## src/rtl/beep_pkg.sv

```systemverilog
`default_nettype none
// ============================================================================
//  Module   : beep_pkg
//  Purpose  : Shared constants and state encoding for the ~1 kHz beep tone
//             generator and detector (48 MHz clock).
//  Revision : 1.0  initial release
// ============================================================================
package beep_pkg;

  // Half period of the generated tone in clk cycles (counter terminal value)
  localparam int BEEP_HALF_CNT = 24000;
  // Full tone period: each half lasts BEEP_HALF_CNT+1 cycles
  localparam int NOM_PERIOD    = 2 * (BEEP_HALF_CNT + 1);
  // Accepted deviation, +/-1 % of the nominal period
  localparam int TOL           = NOM_PERIOD / 100;
  // Consecutive good periods before the tone is declared present
  localparam int LOCK_N        = 4;

  typedef enum logic [1:0] {
    IDLE    = 2'd0,
    MEASURE = 2'd1,
    LOCKED  = 2'd2
  } state_e;

endpackage
`default_nettype wire

```

## src/rtl/beep_detect_if.sv

```systemverilog
`default_nettype none
// ============================================================================
//  Module   : beep_detect_if
//  Purpose  : Tone input and measurement outputs of the beep detector.
//             master = tone source / consumer, slave = detector.
//  Revision : 1.0  initial release
// ============================================================================
interface beep_detect_if;

  logic        tone_in;
  logic        tone_present;
  logic [31:0] period;
  logic        period_valid;

  modport master (
    output tone_in,
    input  tone_present,
    input  period,
    input  period_valid
  );

  modport slave (
    input  tone_in,
    output tone_present,
    output period,
    output period_valid
  );

endinterface
`default_nettype wire

```

## src/rtl/beep_detect_sync_edge.sv

```systemverilog
`default_nettype none
// ============================================================================
//  Module   : sync_edge
//  Purpose  : Two-flop synchronizer for an asynchronous input followed by a
//             rising-edge detector. rise_pulse is high for one cycle when the
//             synchronized value is 1 and its previous value was 0.
//  Revision : 1.0  initial release
// ============================================================================
module sync_edge (
  input  wire logic clk,
  input  wire logic rst,
  input  wire logic async_in,
  output logic      rise_pulse
);

  logic meta_q;
  logic sync_q;
  logic prev_q;

  // Synchronizer chain plus one delayed copy for edge detection
  always_ff @(posedge clk) begin
    if (rst) begin
      meta_q <= 1'b0;
      sync_q <= 1'b0;
      prev_q <= 1'b0;
    end else begin
      meta_q <= async_in;
      sync_q <= meta_q;
      prev_q <= sync_q;
    end
  end

  assign rise_pulse = sync_q & ~prev_q;

endmodule
`default_nettype wire

```

## src/rtl/beep_detect.sv

```systemverilog
`default_nettype none
// ============================================================================
//  Module   : beep_detect
//  Purpose  : Measures the period of an asynchronous square-wave beep and
//             declares the tone present after LOCK_N consecutive periods
//             inside NOM_PERIOD +/- TOL. Every measured period (after the
//             arming edge) is reported with a one-cycle period_valid pulse.
//  Revision : 1.0  initial release
// ============================================================================
module beep_detect #(
  parameter int NOM_PERIOD = beep_pkg::NOM_PERIOD,
  parameter int TOL        = beep_pkg::TOL,
  parameter int LOCK_N     = beep_pkg::LOCK_N
) (
  input wire logic     clk,
  input wire logic     rst,
  beep_detect_if.slave bus
);

  import beep_pkg::*;

  localparam int          GW       = $clog2(LOCK_N + 1);
  localparam logic [31:0] WIN_LO   = 32'(NOM_PERIOD - TOL);
  localparam logic [31:0] WIN_HI   = 32'(NOM_PERIOD + TOL);
  localparam logic [GW-1:0] LOCK_CNT = GW'(LOCK_N);

  logic          rise;
  logic [31:0]   meas;
  logic          in_win;
  logic [GW-1:0] good_inc;

  state_e        state_q, state_d;
  logic [31:0]   cnt_q, cnt_d;
  logic [GW-1:0] good_cnt_q, good_cnt_d;
  logic [31:0]   period_q, period_d;
  logic          period_valid_q, period_valid_d;
  logic          tone_present_q, tone_present_d;

  sync_edge u_sync_edge (
    .clk        (clk),
    .rst        (rst),
    .async_in   (bus.tone_in),
    .rise_pulse (rise)
  );

  // Period that would be reported if an edge occurs in this cycle; only
  // consulted in MEASURE/LOCKED, where cnt never exceeds WIN_HI.
  assign meas     = cnt_q + 32'd1;
  assign in_win   = (meas >= WIN_LO) && (meas <= WIN_HI);
  assign good_inc = good_cnt_q + GW'(1);

  // Next-state logic: cycle counter, lock FSM and registered outputs
  always_comb begin
    state_d        = state_q;
    good_cnt_d     = good_cnt_q;
    period_d       = period_q;
    period_valid_d = 1'b0;

    // Counter clears on every edge and otherwise saturates at all-ones
    if (rise) begin
      cnt_d = 32'd0;
    end else if (cnt_q == '1) begin
      cnt_d = cnt_q;
    end else begin
      cnt_d = cnt_q + 32'd1;
    end

    case (state_q)
      IDLE: begin
        good_cnt_d = '0;
        // First edge only provides the timing reference
        if (rise) begin
          state_d = MEASURE;
        end
      end

      MEASURE, LOCKED: begin
        if (rise) begin
          // Edge wins over a coincident timeout: it is simply out of window
          period_valid_d = 1'b1;
          period_d       = meas;
          if (in_win) begin
            if (state_q == LOCKED) begin
              good_cnt_d = LOCK_CNT;
            end else if (good_inc == LOCK_CNT) begin
              state_d    = LOCKED;
              good_cnt_d = LOCK_CNT;
            end else begin
              good_cnt_d = good_inc;
            end
          end else begin
            state_d    = MEASURE;
            good_cnt_d = '0;
          end
        end else if (cnt_q >= WIN_HI) begin
          // No edge within the longest acceptable period: tone is gone
          state_d    = IDLE;
          good_cnt_d = '0;
        end
      end

      default: begin
        state_d    = IDLE;
        good_cnt_d = '0;
      end
    endcase

    tone_present_d = (state_d == LOCKED);
  end

  // State and output registers
  always_ff @(posedge clk) begin
    if (rst) begin
      state_q        <= IDLE;
      cnt_q          <= 32'd0;
      good_cnt_q     <= '0;
      period_q       <= 32'd0;
      period_valid_q <= 1'b0;
      tone_present_q <= 1'b0;
    end else begin
      state_q        <= state_d;
      cnt_q          <= cnt_d;
      good_cnt_q     <= good_cnt_d;
      period_q       <= period_d;
      period_valid_q <= period_valid_d;
      tone_present_q <= tone_present_d;
    end
  end

  assign bus.tone_present = tone_present_q;
  assign bus.period       = period_q;
  assign bus.period_valid = period_valid_q;

endmodule
`default_nettype wire

```

## src/flat_wrapper.sv

```systemverilog
// flat-port wrapper written by rule: the top's interface ports become plain ports
module beep_detect_flat import beep_pkg::*;
#(
  parameter int NOM_PERIOD = beep_pkg::NOM_PERIOD,
  parameter int TOL        = beep_pkg::TOL,
  parameter int LOCK_N     = beep_pkg::LOCK_N
)
  (clk, rst, bus_tone_in, bus_tone_present, bus_period, bus_period_valid);
  beep_detect_if bus_i ();
  input wire logic clk;
  input wire logic rst;
  input wire logic [$bits(bus_i.tone_in)-1:0] bus_tone_in;
  output wire logic [$bits(bus_i.tone_present)-1:0] bus_tone_present;
  output wire logic [$bits(bus_i.period)-1:0] bus_period;
  output wire logic [$bits(bus_i.period_valid)-1:0] bus_period_valid;
  assign bus_i.tone_in = bus_tone_in;
  assign bus_tone_present = bus_i.tone_present;
  assign bus_period = bus_i.period;
  assign bus_period_valid = bus_i.period_valid;
  beep_detect #(.NOM_PERIOD(NOM_PERIOD), .TOL(TOL), .LOCK_N(LOCK_N)) u_core (.clk(clk), .rst(rst), .bus(bus_i));
endmodule
```

## config.mk

```make
export PLATFORM = sky130hd
export DESIGN_NAME = beep_detect_flat
export DESIGN_NICKNAME = d
export VERILOG_FILES = /design/src/rtl/beep_pkg.sv /design/src/rtl/beep_detect_if.sv /design/src/rtl/beep_detect_sync_edge.sv /design/src/rtl/beep_detect.sv /design/src/flat_wrapper.sv
export SDC_FILE = /design/constraint.sdc
export NUM_CORES = 1
export LEC_CHECK = 0
export CORE_MARGIN = 4
export CORE_UTILIZATION = 60
export CTS_CLUSTER_SIZE = 14
export DETAILED_ROUTE_END_ITERATION = 12
export MAX_ROUTING_LAYER = met4
export PLACE_DENSITY = 0.87
export SLEW_MARGIN = 20
export SYNTH_ARGS = -nofsm -noshare
export SYNTH_HDL_FRONTEND = slang
export SYNTH_SLANG_ARGS = --single-unit
```

## constraint.sdc

```tcl
create_clock -name clk -period 4.11 [get_ports clk]
set_input_delay 0.822 -clock clk [delete_from_list [all_inputs] [get_ports clk]]
set_output_delay 0.822 -clock clk [all_outputs]
set_load 0.02 [all_outputs]
```

[Yosys cells after proc, flatten, opt, wreduce, memory -nomap -nowiden]
Cells that the tools add are included.
Storage, ports and cells
  flip-flop bits (word level): 74
  bits of input ports: 3
  output and inout port bits: 34
  logic and storage cells: 42
Operators by class
  add/sub/neg operators: 2
  order comparisons: 3
  equal/unequal tests: 5
  mux-type cells: 13
  bitwise logic cells: 3
  reductions and logical operators: 7
Operators with widths (count)
  >= comparator 32 x 16 -> 1 bit, second input constant: 2
  adder 32 x 1 -> 32 bit, second input constant: 1
  equality test 32 bit, second input constant: 1
  <= comparator 32 x 16 -> 1 bit, second input constant: 1
  two-way mux 3 bit: 5
  two-way mux 2 bit: 6
  OR reduction 2 bit: 3
  equality test 2 bit, second input constant: 2
  case mux 2 bit (2 select lines): 1
  adder 3 x 1 -> 3 bit, second input constant: 1
  equality test 3 bit, second input constant: 1
  equality test 2 x 1 -> 1 bit, second input constant: 1
  zero test 2 bit: 1
  NOT 1 bit: 2
  AND reduction 2 bit: 1
  nonzero test 2 bit: 1
  bitwise AND 1 bit: 1
  logical AND 1 bit: 1
  two-way mux 1 bit: 1

[Logic depth before layout (Yosys ltp)]
  depth after elaboration: 8
  depth in mapped cells: 10
  depth with buffers taken out: 9

[Hierarchy]
A second synthesis with hierarchy kept.
Unflattened totals
  cell total of the unflattened synthesis: 437
  area, all modules: 3708.6 µm²
Modules (own cells, without submodules)
  beep_detect: times used 1, cells each 430, area an instance 3621.0 µm², seq. area each 1421.4 µm²
  sync_edge: times used 1, cells each 7, area an instance 87.6 µm², seq. area each 60.1 µm²

[Worst setup path after synthesis]
OpenSTA, ideal clock, no wires.
  path kind: register to register
  start point: register u_core.cnt_q[9]
  end point: register u_core.good_cnt_q[0]
  library setup time: 96 ps
  data arrival time: 2609 ps
  data required time: 4014 ps
  setup slack: 1405 ps
  cell stages (with the launch flop): 10
  buffers on the path: 1
  clock period less this slack: 2705 ps
  path through: dfxtp_1 -> buf_6 -> nand3_4 -> or4_2 -> nor4_1 -> xnor2_1 -> o2111ai_1 -> a2111oi_4 -> nand3_2 -> o41ai_2
On the way
  longest elaborated chain between the ends: 5
  elaborated cells between the ends (all ways): 8
  classes of those cells: 1 x add/sub; 3 x order compare; 2 x mux; 2 x reduce/logical
RTL lines
  from (decl): RTL line beep_detect.sv:33  | logic [31:0] cnt_q, cnt_d;
  from (signal assigned): RTL line beep_detect.sv:122  | cnt_q <= cnt_d;
  adder 32 x 1 -> 32 bit: RTL line beep_detect.sv:48  | assign meas = cnt_q + 32'd1;
  >= comparator 32 x 16 -> 1 bit / <= comparator 32 x 16 -> 1 bit (equally long branches): RTL line beep_detect.sv:49  | assign in_win = (meas >= WIN_LO) && (meas <= WIN_HI);
  logical AND 1 bit: RTL line beep_detect.sv:49
  two-way mux 3 bit: RTL line beep_detect.sv:82  | if (in_win) begin
  two-way mux 3 bit: RTL line beep_detect.sv:78  | if (rise) begin
  to (signal assigned): RTL line beep_detect.sv:123  | good_cnt_q <= good_cnt_d;
  to (decl): RTL line beep_detect.sv:34  | logic [GW-1:0] good_cnt_q, good_cnt_d;
Parallel ways exist; a longest one is shown, timed or not.
A chain may end at the register's enable or synchronous reset.

[Final worst setup path]
  start point: register u_core.cnt_q[1]
  end point: register u_core.good_cnt_q[0]
Same word-level chain as after synthesis.

==> reports/qor.txt <==
outcome -> finished, final reports clean
TritonCTS Buffers -> 9
Via Count -> 3255
share of layout cells above drive strength 1 -> 9.13%
Worst Reg2Reg Path Length in Cells -> 9
unrepaired setup endpoints after global routing -> no
Syn-to-layout area delta -> 13.3%
post-synthesis adder-cell area fraction -> 2.60%
core area -> 6060 sq um
FF-to-FF End -> u_core.good_cnt_q[0]
largest net degree at the start of global routing -> 39
worst path required time -> 4370 ps
Die Y -> 88.1 um
total gr overflow -> 0
routed len/inst -> 16.5 um
Post-Synth Simple-Gate Area -> 24.4%
RD Place Congestion -> 0.931
sequential share of the synthesized area -> 38.5%
DRC viols -> 0
crit path launch type -> flop
Async SR Flop Fraction -> 0%
Synth Instances -> 438
Die W -> 88.1 um
Total GRT Usage -> 26.1%
pwr dens -> 334 nW/um^2
max frequency -> 290 MHz
Cell Area, Placed -> 4130 sq um
Post-Synth XOR/XNOR Area -> 8.65%
Synth Flop Type -> dfxtp_1
die area -> 7760 sq um
FF-to-FF Start -> u_core.cnt_q[1]
setup_tns -> 0 ps
Max FO, Critical Path -> 12
Final Non-Filler Cells -> 535
register area -> 1480 sq um
# resized after CTS -> 0
Synth Warn # -> 0
peak supply drop -> 0.303 mV
Tot Pwr -> 1.45 mW
PortBufs -> 36
worst relative slew slack -> 59.6%
number of global-route vias before repair -> 3220
syn avg cell area -> 8.78 sq um
area occupied by multi-input gates -> 2110 sq um
combinational family with the most area after synthesis -> simple AND/OR/NAND/NOR gates
Fillers -> 476
Worst-Margin Slew -> 601 ps
Crit Path Class -> flop to flop
router iterations before antenna repair -> 4
post-route ant nets -> 0
complex-gate fraction of the synthesized area -> 18.9%
post-synthesis net count -> 449
R2R Setup Slk -> 660 ps
Hold Path Origin -> u_core.u_sync_edge.meta_q
first-pass GRT wire length -> 15.5 mm
Clock Pin Slew Worst Setup and Hold Paths -> 70 ps
fin. max-slew vios -> 0
Antenna diodes -> 0
Crit. End Element -> flop
Critical Path Start -> u_core.cnt_q[1]
dpl hpwl -> 6.19 mm
final worst path period need -> 3450 ps
# Post-CTS Setup Buffers -> 0
Cell variety after synth -> 64
I/O pin count -> 37
worst min path class -> flop to flop
Clock Path Buffers -> 2
# placed instances -> 519
Iter 0 DRT Violations -> 264
nets@finish -> 466
CTS Root Cell -> clkbuf_8
Post-synth EDFFs -> 0
initial antenna violation count -> 0
hold_ws -> 434 ps
worst hold endpoint -> u_core.u_sync_edge.sync_q
Arr. time, crit path -> 3710 ps
CTS tree -> built
Cell Area, Synth -> 3850 sq um
Synth Register Bits -> 74
worst skew pair latency -> 360 ps
endpoints failing setup -> 0
H-Tree Depth -> 3
DRT Wirelength -> 8.84 mm
Lkg Pwr -> 1.43 nW
clock tree sinks -> 74
hold-fix buffers at CTS -> 0
Fin. Hold Viols -> 0
Max Cap Viol -> 0
DR vias/cell -> 6.08
Hold Path Depth -> 1
final clock skew -> 13.3 ps
final period utilization -> 83.8%
multiplexer area fraction after synthesis -> 0.293%
fin area -> 4360 sq um
initial cell density of the core -> 63.5%
Cell Rows -> 28
-- sequential cells by signal, summed over array words and instances (netlist names) --
signal                     count
u_core.bus.period_valid        1
u_core.bus.period             32
u_core.bus.tone_present        1
u_core.state_q                 2
u_core.u_sync_edge.prev_q      1
u_core.good_cnt_q              3
u_core.u_sync_edge.meta_q      1
u_core.u_sync_edge.sync_q      1
u_core.cnt_q                  32
-- stage by stage --
step | utilization [%] | worst slack, ps
final | 71.9 | 665
after global routing | 71.9 | 450
after CTS | 71.9 | 716
after detailed placement | 68.1 | 728
after global placement | 68.1 | 893
after floorplan | - | 1410
-- cells by family after synthesis --
group,Yosys count
AND/OR/NAND/NOR,165
AO/OA/AOI/OAI,106
flip-flops,74
buffers and inverters,46
XOR/XNOR,38
adder cells (fa/ha/maj),8
multiplexers,1
-- placed cells by master (no fill, tap or decap), types with 3 or more instances in the layout --
cell type,count
a21oi_1,31
nand4_1,13
xnor2_1,24
xor2_1,14
nor2_1,57
and2_1,5
a211oi_1,36
o22ai_1,4
nor4_1,5
clkdlybuf4s50_1,36
nand3_1,15
buf_4,5
and3_1,5
dfxtp_1,74
nand2b_1,3
o21ai_0,11
nor2b_1,4
ha_1,8
nor3_1,7
nand2_1,20
inv_1,11
a31oi_1,4
clkbuf_8,11
-- per-layer routing --
layer | GRT usage (%) | routed length [um]
met5 | - | 0
met4 | 8.93 | 167
met3 | 5.74 | 450
met2 | 41.8 | 4320
met1 | 32.7 | 3900
-- worst max-delay path by stage --
stage | to | slack [ps]
2_1_floorplan | u_core.good_cnt_q[0] | 1410
3_3_place_gp | u_core.good_cnt_q[0] | 890
3_5_place_dp | u_core.good_cnt_q[0] | 730
4_1_cts | u_core.good_cnt_q[0] | 720
5_1_grt | u_core.good_cnt_q[0] | 450
6_report | u_core.good_cnt_q[0] | 660
-- power by group --
group	total, mW	switching, mW	internal, mW
sequential	0.736	0.0109	0.726
clock	0.646	0.270	0.375
combinational	0.0728	0.0447	0.0281
total	1.45	0.326	1.13
-- worst max-delay path, stage by stage (launching register included) --
cell and delay, ps:
dfxtp_1 550, ha_1 510, nand4_2 230, or3_4 400
or4_1 480, mux2_2 260, nand2_1 50, a31oi_1 390
nand3_2 180, o41ai_2 310
-- final cells by class --
| class | instances | share of cell area (%) |
|---|---|---|
| clock inverter | 4 | 1.69 |
| inverter | 11 | 0.948 |
| multi-input combinational | 318 | 48.5 |
| timing repair buffer | 41 | 9.13 |
| clock buffer | 12 | 3.56 |
| sequential | 74 | 34.0 |
| tap | 75 | 2.15 |
-- Yosys cell counts (all sizes together), types with 7 or more instances --
cell | instances | area, sq um
nor2 | 57 | 214
nand3 | 19 | 130
inv | 11 | 41.3
nor4 | 7 | 73.8
ha | 8 | 100
nand2 | 22 | 87.6
nand4 | 14 | 93.8
a21oi | 31 | 155
a211oi | 36 | 270
clkbuf | 22 | 113
xor2 | 14 | 123
buf | 12 | 88.8
nor3 | 7 | 35.0
dfxtp | 74 | 1480
o21ai | 11 | 55.1
xnor2 | 24 | 210
(Power assumes the default switching activity.)
